**src/rtl/friscv_m_ext_mc.sv**
```systemverilog
// RISC-V M-extension execution unit: multi-cycle multiplier plus a restoring radix-2 divider
// with divide-by-zero / signed-overflow handling, single-pulse write-back to the register file.
module friscv_m_ext_mc #(
    parameter int XLEN          = 32,
    parameter int MUL_STAGES    = 2,
    parameter int DIV_EARLY_OUT = 1,
    parameter int INST_BUS_W    = 32
) (
    input  logic                  aclk,
    input  logic                  aresetn,
    input  logic                  srst,
    input  logic                  m_valid,
    output logic                  m_ready,
    input  logic [INST_BUS_W-1:0] m_instbus,
    output logic [4:0]            m_rs1_addr,
    input  logic [XLEN-1:0]       m_rs1_val,
    output logic [4:0]            m_rs2_addr,
    input  logic [XLEN-1:0]       m_rs2_val,
    output logic                  m_rd_wr,
    output logic [4:0]            m_rd_addr,
    output logic [XLEN-1:0]       m_rd_val,
    output logic [XLEN/8-1:0]     m_rd_strb,
    output logic [1:0]            dbg_state
);

    localparam logic [6:0]      OPCODE_MULDIVW = 7'b0111011;
    localparam int              CNT_W          = 7;
    localparam logic [CNT_W-1:0] MUL_LAST      = CNT_W'(MUL_STAGES - 1);
    localparam logic [CNT_W-1:0] DIV_LAST_X    = CNT_W'(XLEN - 1);
    localparam logic [CNT_W-1:0] DIV_LAST_W    = CNT_W'(31);
    localparam logic [XLEN-1:0] MIN_X          = {1'b1, {(XLEN-1){1'b0}}};
    localparam logic [XLEN-1:0] MIN_W          = {{(XLEN-31){1'b1}}, {31{1'b0}}};
    localparam int              W_SHIFT        = XLEN - 32;

    typedef enum logic [1:0] {
        IDLE = 2'd0,
        MUL  = 2'd1,
        DIV  = 2'd2,
        DONE = 2'd3
    } state_t;

    state_t state, state_nxt;

    // Extends from bit 31 (sign or zero) when w is set; identity otherwise.
    function automatic logic [XLEN-1:0] ext_w(input logic [XLEN-1:0] v, input logic w,
                                              input logic sgn);
        logic [XLEN-1:0] r;
        r = v;
        if (w) begin
            for (int i = 32; i < XLEN; i++) r[i] = sgn & v[31];
        end
        return r;
    endfunction

    logic [6:0]      in_opcode;
    logic [2:0]      in_f3;
    logic [4:0]      in_rd;
    logic            in_w_op, in_w, in_drop, in_sgn, in_a_neg, in_b_neg, in_dz, in_ovf;
    logic            accept, wb_en;
    logic [XLEN-1:0] in_a_ext, in_b_ext, in_a_mag, in_b_mag;

    logic [XLEN-1:0]  op_a, op_b, div_q, quo_q, rem_q;
    logic [2:0]       f3_q;
    logic [4:0]       rd_q;
    logic             w_q, neg_quo_q, neg_rem_q, dz_q, ovf_q;
    logic [CNT_W-1:0] cnt_q;

    // Handshake: an instruction transfers on each aclk edge where m_valid & m_ready are both
    // high; upstream keeps m_instbus and the rs values stable until that edge.
    assign in_opcode  = m_instbus[6:0];
    assign in_rd      = m_instbus[11:7];
    assign in_f3      = m_instbus[14:12];
    assign m_rs1_addr = m_instbus[19:15];
    assign m_rs2_addr = m_instbus[24:20];
    assign in_w_op    = (in_opcode == OPCODE_MULDIVW);
    assign in_w       = in_w_op && (XLEN == 64);
    assign in_drop    = in_w_op && (XLEN != 64);
    assign m_ready    = (state == IDLE) || m_rd_wr;
    assign accept     = m_valid && m_ready;

    assign in_sgn   = ~in_f3[0];
    assign in_a_ext = ext_w(m_rs1_val, in_w, in_sgn);
    assign in_b_ext = ext_w(m_rs2_val, in_w, in_sgn);
    assign in_a_neg = in_sgn & in_a_ext[XLEN-1];
    assign in_b_neg = in_sgn & in_b_ext[XLEN-1];
    assign in_a_mag = in_a_neg ? -in_a_ext : in_a_ext;
    assign in_b_mag = in_b_neg ? -in_b_ext : in_b_ext;
    assign in_dz    = (in_b_ext == '0);
    assign in_ovf   = in_sgn && (in_a_ext == (in_w ? MIN_W : MIN_X)) && (in_b_ext == '1);

    // Multiplier: one (XLEN+1)-bit signed product covers all four signedness variants.
    logic                     a_sgn, b_sgn;
    logic signed [2*XLEN+1:0] a_x, b_x, prod;
    logic [XLEN-1:0]          mul_res;

    assign a_sgn = (f3_q[1:0] != 2'b11);
    assign b_sgn = ~f3_q[1];
    assign a_x   = {{(XLEN+2){a_sgn & op_a[XLEN-1]}}, op_a};
    assign b_x   = {{(XLEN+2){b_sgn & op_b[XLEN-1]}}, op_b};
    assign prod  = a_x * b_x;

    always_comb begin
        mul_res = prod[XLEN-1:0];
        if (w_q) mul_res = ext_w(prod[XLEN-1:0], 1'b1, 1'b1);
        else if (f3_q[1:0] != 2'b00) mul_res = prod[2*XLEN-1:XLEN];
    end

    // Restoring divider: W ops pre-shift the dividend so quo_q always shifts out MSB-first.
    logic [XLEN:0]   div_shift, div_diff;
    logic            div_ge;
    logic [XLEN-1:0] rem_nxt, quo_nxt, dvd_ext, div_quo, div_rem, div_res;

    assign div_shift = {rem_q, quo_q[XLEN-1]};
    assign div_ge    = (div_shift >= {1'b0, div_q});
    assign div_diff  = div_shift - {1'b0, div_q};
    assign rem_nxt   = div_ge ? div_diff[XLEN-1:0] : div_shift[XLEN-1:0];
    assign quo_nxt   = {quo_q[XLEN-2:0], div_ge};
    assign dvd_ext   = ext_w(op_a, w_q, ~f3_q[0]);

    always_comb begin
        div_quo = neg_quo_q ? -quo_q : quo_q;
        div_rem = neg_rem_q ? -rem_q : rem_q;
        if (dz_q) begin
            div_quo = '1;
            div_rem = dvd_ext;
        end else if (ovf_q) begin
            div_quo = dvd_ext;
            div_rem = '0;
        end
        div_res = ext_w(f3_q[1] ? div_rem : div_quo, w_q, 1'b1);
    end

    always_comb begin
        state_nxt = state;
        wb_en     = 1'b0;
        case (state)
            IDLE: begin
                if (accept && !in_drop) begin
                    if (!in_f3[2]) state_nxt = MUL;
                    else if ((DIV_EARLY_OUT != 0) && (in_dz || in_ovf)) state_nxt = DONE;
                    else state_nxt = DIV;
                end
            end
            MUL: begin
                if (cnt_q == MUL_LAST) begin
                    state_nxt = IDLE;
                    wb_en     = 1'b1;
                end
            end
            DIV: begin
                if (cnt_q == (w_q ? DIV_LAST_W : DIV_LAST_X)) state_nxt = DONE;
            end
            DONE: begin
                state_nxt = IDLE;
                wb_en     = 1'b1;
            end
            default: state_nxt = IDLE;
        endcase
    end

    always_ff @(posedge aclk or negedge aresetn) begin
        if (!aresetn) state <= IDLE;
        else if (srst) state <= IDLE;
        else state <= state_nxt;
    end

    always_ff @(posedge aclk or negedge aresetn) begin
        if (!aresetn) begin
            m_rd_wr <= 1'b0; m_rd_addr <= '0; m_rd_val <= '0;
            op_a <= '0; op_b <= '0; div_q <= '0; quo_q <= '0; rem_q <= '0;
            f3_q <= '0; rd_q <= '0; w_q <= 1'b0; cnt_q <= '0;
            neg_quo_q <= 1'b0; neg_rem_q <= 1'b0; dz_q <= 1'b0; ovf_q <= 1'b0;
        end else if (srst) begin
            m_rd_wr <= 1'b0; m_rd_addr <= '0; m_rd_val <= '0;
            op_a <= '0; op_b <= '0; div_q <= '0; quo_q <= '0; rem_q <= '0;
            f3_q <= '0; rd_q <= '0; w_q <= 1'b0; cnt_q <= '0;
            neg_quo_q <= 1'b0; neg_rem_q <= 1'b0; dz_q <= 1'b0; ovf_q <= 1'b0;
        end else begin
            m_rd_wr <= wb_en;
            if (wb_en) begin
                m_rd_addr <= rd_q;
                m_rd_val  <= (state == MUL) ? mul_res : div_res;
            end
            case (state)
                IDLE: begin
                    if (accept && !in_drop) begin
                        op_a      <= m_rs1_val;
                        op_b      <= m_rs2_val;
                        f3_q      <= in_f3;
                        rd_q      <= in_rd;
                        w_q       <= in_w;
                        cnt_q     <= '0;
                        div_q     <= in_b_mag;
                        quo_q     <= in_w ? (in_a_mag << W_SHIFT) : in_a_mag;
                        rem_q     <= '0;
                        neg_quo_q <= in_a_neg ^ in_b_neg;
                        neg_rem_q <= in_a_neg;
                        dz_q      <= in_dz;
                        ovf_q     <= in_ovf;
                    end
                end
                MUL: cnt_q <= cnt_q + 7'd1;
                DIV: begin
                    quo_q <= quo_nxt;
                    rem_q <= rem_nxt;
                    cnt_q <= cnt_q + 7'd1;
                end
                default: ;
            endcase
        end
    end

    assign m_rd_strb = '1;
    assign dbg_state = state;

    logic unused_bits;
    assign unused_bits = ^{m_instbus[INST_BUS_W-1:25], div_diff[XLEN], prod[2*XLEN+1:2*XLEN]};

endmodule

```
**config.mk**
```make
export PLATFORM = sky130hd
export DESIGN_NAME = friscv_m_ext_mc
export DESIGN_NICKNAME = d
export VERILOG_FILES = /design/src/rtl/friscv_m_ext_mc.sv
export SDC_FILE = /design/constraint.sdc
export NUM_CORES = 2
export LEC_CHECK = 0
export ABC_CLOCK_PERIOD_IN_PS = 9310
export CAP_MARGIN = 10
export CORE_MARGIN = 5
export CORE_UTILIZATION = 45
export DETAILED_ROUTE_END_ITERATION = 10
export DONT_BUFFER_PORTS = 1
export PLACE_DENSITY = 0.64
export SETUP_SLACK_MARGIN = 0.5
export SYNTH_ARGS = -nofsm -noshare
export SYNTH_HDL_FRONTEND = slang
export SYNTH_SLANG_ARGS = --single-unit
```
**constraint.sdc**
```tcl
create_clock -name aclk -period 9.31 [get_ports aclk]
set_clock_uncertainty 0.15 [all_clocks]
set_input_delay 1.862 -clock aclk [delete_from_list [all_inputs] [get_ports aclk]]
set_output_delay 1.862 -clock aclk [all_outputs]
set_load 0.02 [all_outputs]
```
[Word-level counts from Yosys, hierarchy flattened]
Cells that the tools add are included.
Word-level totals
  logic and storage cells: 130
  register bits: 219
  input port bits: 100
  output and inout bits: 55
Operators by class
  bitwise gates (word level): 7
  mux-type cells: 66
  reductions and logical operators: 20
  $add $sub $neg: 6
  magnitude comparators: 1
  equal/unequal tests: 12
  multiply operators: 1
Operators by type and width (count)
  $mux W32: 28
  $neg A32 Y32: 4
  $pmux W32 S2: 2
  $eq A32 B32 Y1 const B: 2
  $mul A33 B33 Y64: 1
  $ge A33 B32 Y1: 1
  $logic_not A32 Y1: 1
  $sub A32 B32 Y32: 1
  $mux W5: 5
  $mux W1: 18
  $mux W2: 8
  $mux W7: 2
  $pmux W7 S2: 1
  $pmux W2 S4: 1
  $reduce_bool A2 Y1: 4
  $add A7 B1 Y7 const B: 1
  $eq A7 B1 Y1 const B: 1
  $eq A7 B5 Y1 const B: 1
  $eq A7 B6 Y1 const B: 1
  $ne A3 B3 Y1 const B: 2
  $reduce_and A2 Y1: 3
  $reduce_bool A3 Y1: 2
  $and A1 B1 Y1: 4
  $eq A2 B2 Y1 const B: 2
  other kinds (12): 17

[Logic depth before layout (Yosys ltp)]
  depth after elaboration: 9
  mapped depth: 32

[Least setup slack after synthesis]
No wires, ideal clock.
  path kind: reg2reg
  start point: register op_a[31] (netlist: dvd_ext[31])
  end point: register m_rd_val[31]
  cell stages (with the launch flop): 32
  data arrival time: 8.323 ns
  clock period less this slack: 8.559 ns
  path slack: 0.751 ns
  path through: dfrtp_1 clkbuf_1 a21boi_0 clkbuf_1 clkbuf_1 nand2_1 fa_1 fa_1 inv_1 fa_1 inv_1 fa_1 inv_1 fa_1 fa_1 inv_1 fa_1 fa_1 inv_1 ha_1 clkbuf_1 a21oi_1 o21bai_1 a21oi_1 o21ai_0 a21oi_1 and3_1 a221oi_1 o211ai_1 a21oi_1 o41ai_1 o211ai_1
Between the ends
  word-level cells in the longest chain between the ends: 7
  elaborated cells between the ends (all ways): 11
Ends and longest elaborated chain
  from (decl): line 62  | logic [XLEN-1:0] op_a, op_b, div_q, quo_q, rem_q;
  from (signal assigned): line 187  | op_a <= m_rs1_val;
  $and A1 B1 Y1: line 98  | assign a_x = {{(XLEN+2){a_sgn & op_a[XLEN-1]}}, op_a};
  $mul A33 B33 Y64: line 100  | assign prod = a_x * b_x;
  $mux W32: line 105  | else if (f3_q[1:0] != 2'b00) mul_res = prod[2*XLEN-1:XLEN];
  $mux W32: line 104  | if (w_q) mul_res = ext_w(prod[XLEN-1:0], 1'b1, 1'b1);
  $mux W32 (*): line 182  | m_rd_val <= (state == MUL) ? mul_res : div_res;
  $mux W32 (*): line 180  | if (wb_en) begin
  $mux W32 (*): line 173  | end else if (srst) begin
  to (signal assigned): line 182
  to (decl): line 21  | output logic [XLEN-1:0] m_rd_val,
Mark *: on every way between the ends. The rest lies on a longest branch, timed or not. The select of a mux whose other input is x is not followed.
A chain may end at the register's enable or synchronous reset.

[Worst setup path after layout]
  start point: register op_a[17] (netlist: dvd_ext[17])
  end point: register m_rd_val[29]
Between the ends
  word-level cells in the longest chain between the ends: 6
Ends and longest elaborated chain (line)
  $mul A33 B33 Y64 (*): 100
  $mux W32: 105
  $mux W32 (*): 104
  $mux W32 (*): 182
  $mux W32 (*): 180
  $mux W32 (*): 173
Marked as above.

==> flow_metrics.env <==
export IMPL_outcome="finished clean"
export IMPL_setup_viol=0
export IMPL_grt_pass1_wl_mm=251.2
export IMPL_fmax_mhz=117.2
export IMPL_critical_path_class="reg -> reg"
export IMPL_multi_input_area_mm2=0.04156
export IMPL_htree_levels=1
export IMPL_clk_pin_slew_ns=0.06
export IMPL_netlist_area_mm2=0.05277
export IMPL_cts_buffers=27
export IMPL_io_pins=155
export IMPL_grt_max_degree=218
export IMPL_timing_rr_end="m_rd_val[29]$_DFFE_PN0P_"
export IMPL_synth_top_area_share_pct=42.72
export IMPL_routedWlPerCell_um=21.13
export IMPL_placedCellCount=7317
export IMPL_synth_cell_types=72
export IMPL_timing_rr_start="dvd_ext[17]$_DFFE_PN0P_"
export IMPL_first_pass_iters=8
export IMPL_async_reset_ff_share_pct=100.0
export IMPL_worst_slew_pin_transition_ns=1.162
export IMPL_hold_buffers=0
export IMPL_avgViaCountPerCell=5.532
export IMPL_min_path_cells=2
export IMPL_drtIter0Drc=3216
export IMPL_antennaDiodeCount=0
export IMPL_ys_warn_count=0
export IMPL_grt_pass1_vias=43655
export IMPL_drc=0
export IMPL_setup_tns_final_ns=0
export IMPL_arrival_ns=8.84
export IMPL_clockBufferDepth=3
export IMPL_rows=125
export IMPL_cp_start_kind="flop"
export IMPL_hold_violations=0
export IMPL_antenna_found_initial=2
export IMPL_dpl_cell_area_mm2=0.05475
export IMPL_avgSynthCellArea_um2=8.798
export IMPL_r2r_cells=24
export IMPL_drive_gt1_share_pct=5.642
export IMPL_synth_edf_count=0
export IMPL_vias=40784
export IMPL_portBuffers=0
export IMPL_rsz0062_at_grt="false"
export IMPL_postSynthCellCount=5998
export IMPL_initial_core_util_pct=45.35
export IMPL_ant_nets=0
export IMPL_slew_viol_final=0
export IMPL_wl_mm=155.8
export IMPL_fin_crit_sh_pct=91.67
export IMPL_stdcell_count=7373
export IMPL_synth_seq_cells=217
export IMPL_clock_sinks=217
export IMPL_grt_ovfl_total=0
export IMPL_rrSetupSlack_ns=0.78
export IMPL_holdPathEnd="div_q[5]$_DFFE_PN0P_"
export IMPL_cap_violations=0
export IMPL_slew_headroom_pct=22.22
export IMPL_die_y_um=352.4
export IMPL_synth_main_ff_cell="dfrtp_1"
export IMPL_die_w_um=352.4
export IMPL_core_mm2=0.1164
export IMPL_yosysTopAreaCell="fa_1"
export IMPL_ys_top_cells_by_area="fa_1, dfrtp_1, inv_1"
export IMPL_dp_hpwl_mm=127.0
export IMPL_track_usage_pct=25.42
export IMPL_hold_class="reg -> reg"
export IMPL_place_congestion=0.9454
export IMPL_nets=7311
export IMPL_dieArea_mm2=0.1242
export IMPL_seq_area_frac_synth_pct=10.29
export IMPL_num_fill_cells=11181
export IMPL_yosysMostFrequentCell="inv_1"
export IMPL_cp_required_ns=9.61
export IMPL_syn_to_final_growth_pct=6.174
export IMPL_final_area_mm2=0.05603
export IMPL_min_period_ns=8.535
export IMPL_endpoint_kind="flop"
export IMPL_seqCellArea_mm2=0.005487
export IMPL_insertion_delay_ns=0.57
export IMPL_cts_tree="done"
export IMPL_synth_top_cells_by_count="inv_1, fa_1, nand2_1, and2_1, clkbuf_1"
export IMPL_hp_start="div_q[5]$_DFFE_PN0P_"
export IMPL_clockRootBuffer="clkbuf_16"
export IMPL_path_max_fanout=14
critical path, cell delays in order (launching register included):
cell and delay, ns:
dfrtp_4 0.59, buf_4 0.22, and2_1 0.17, fa_1 0.48, inv_1 0.05, fa_1 0.54, inv_1 0.05, fa_1 0.53
inv_1 0.07, fa_1 0.57, fa_1 0.45, fa_1 0.51, fa_1 0.49, inv_1 0.05, fa_1 0.48, ha_1 0.38
and3_1 0.22, nand4_1 0.23, o21ai_0 0.42, a21oi_1 0.16, buf_4 0.17, o41a_1 0.45, xnor2_1 0.60, a21oi_1 0.15
o31ai_1 0.24
cell families (layout without fill, tap and decap cells):
group,count (synthesis),after routing,synth area share (%)
compound gates,781,781,9.657
xor+xnor,207,207,3.436
fa+ha+maj,1381,1381,48.76
buf+inv,1569,1417,11.27
flops,217,217,10.29
mux,26,26,0.4955
other cells,1,4,0.007106
simple gates,1816,1816,16.08
what timing repair did:
| action | in CTS | in global routing |
|---|---|---|
| pin swaps | 0 | 4 |
| setup endpoints to repair | 7 | 18 |
| hold endpoints to repair | 0 | 0 |
| gates resized for setup | 12 | 58 |
| setup buffers | 0 | 8 |
layout by cell type (no fill, tap or decap), types with 21 or more instances in the layout:
master     Yosys  routed
a21oi_1      148     144
nor2_1       147     146
ha_1         255     251
nand3_1       55      55
a22o_1        34      34
xor2_1        77      76
nor3_1        38      38
fa_1        1126    1120
xnor2_1      130     129
dfrtp_2        0      27
a221oi_1      26      25
mux2i_1       25      25
or3_1         21      21
a21o_1        59      59
dfrtp_1      217     184
o21bai_1      21      21
inv_1       1180    1176
o311ai_0      29      29
and3_1        21      21
o31ai_1       58      57
and2_1       365     365
nand2_1      980     980
buf_4         14     170
a22oi_1       24      24
clkbuf_16      0      27
nand2b_1      92      92
o21ai_0      235     234
nand4_1       23      23
registers in the layout, summed over array words and instances (netlist names):
signal and cells:
quo_q 32, m_rd_addr 5, ovf_q 1, cnt_q 7, rd_q 5, div_q 31, rem_q 32, dbg_state 2
m_rd_wr 1, neg_rem_q 1, f3_q 2, neg_quo_q 1, m_rd_val 32, dvd_ext 32, dz_q 1, op_b 32
metrics by stage:
stage	worst slack, ns	util (%)	hold slack (ns)
after detailed placement	0.3565	47.05	0.3181
after global placement	0.1888	47.05	0.3110
after CTS	0.5013	47.96	0.3317
final	0.7752	48.15	0.3312
after floorplan	0.7509	-	0.2964
after global routing	0.4610	48.15	0.3521
layout make-up:
cell class | count | area share [%]
multi-input cells | 4215 | 74.17
flip-flops and latches | 217 | 9.792
inverters | 1181 | 7.919
well taps | 1524 | 3.403
repair buffers | 188 | 2.874
clock buffers | 29 | 1.237
clock inverters | 19 | 0.6029
layer usage:
layer  share of wire, %  GRT usage, %  vias to the layer above
met3                7.1         3.346                      286
met2                 49         43.58                     1438
met1                 41         34.12                    21134
met5              0.018             0                        -
met4                3.5         6.991                        4
li1                   -             -                    17922
worst max path at each step:
stage / from / end / slack (ns) / cells after the start
finish: dvd_ext[17]$_DFFE_PN0P_ / m_rd_val[29]$_DFFE_PN0P_ / 0.78 / 24
global placement: dvd_ext[13]$_DFFE_PN0P_ / m_rd_val[21]$_DFFE_PN0P_ / 0.19 / 26
detailed placement: dvd_ext[13]$_DFFE_PN0P_ / m_rd_val[21]$_DFFE_PN0P_ / 0.36 / 26
global route: dvd_ext[22]$_DFFE_PN0P_ / m_rd_val[26]$_DFFE_PN0P_ / 0.46 / 27
CTS: dvd_ext[27]$_DFFE_PN0P_ / m_rd_val[21]$_DFFE_PN0P_ / 0.50 / 26
floorplan: dvd_ext[31]$_DFFE_PN0P_ / m_rd_val[31]$_DFFE_PN0P_ / 0.75 / 31
Power is left out: the tool's default activity adds up to more than one toggle a clock period on the data nets, which glitch-free logic cannot reach.
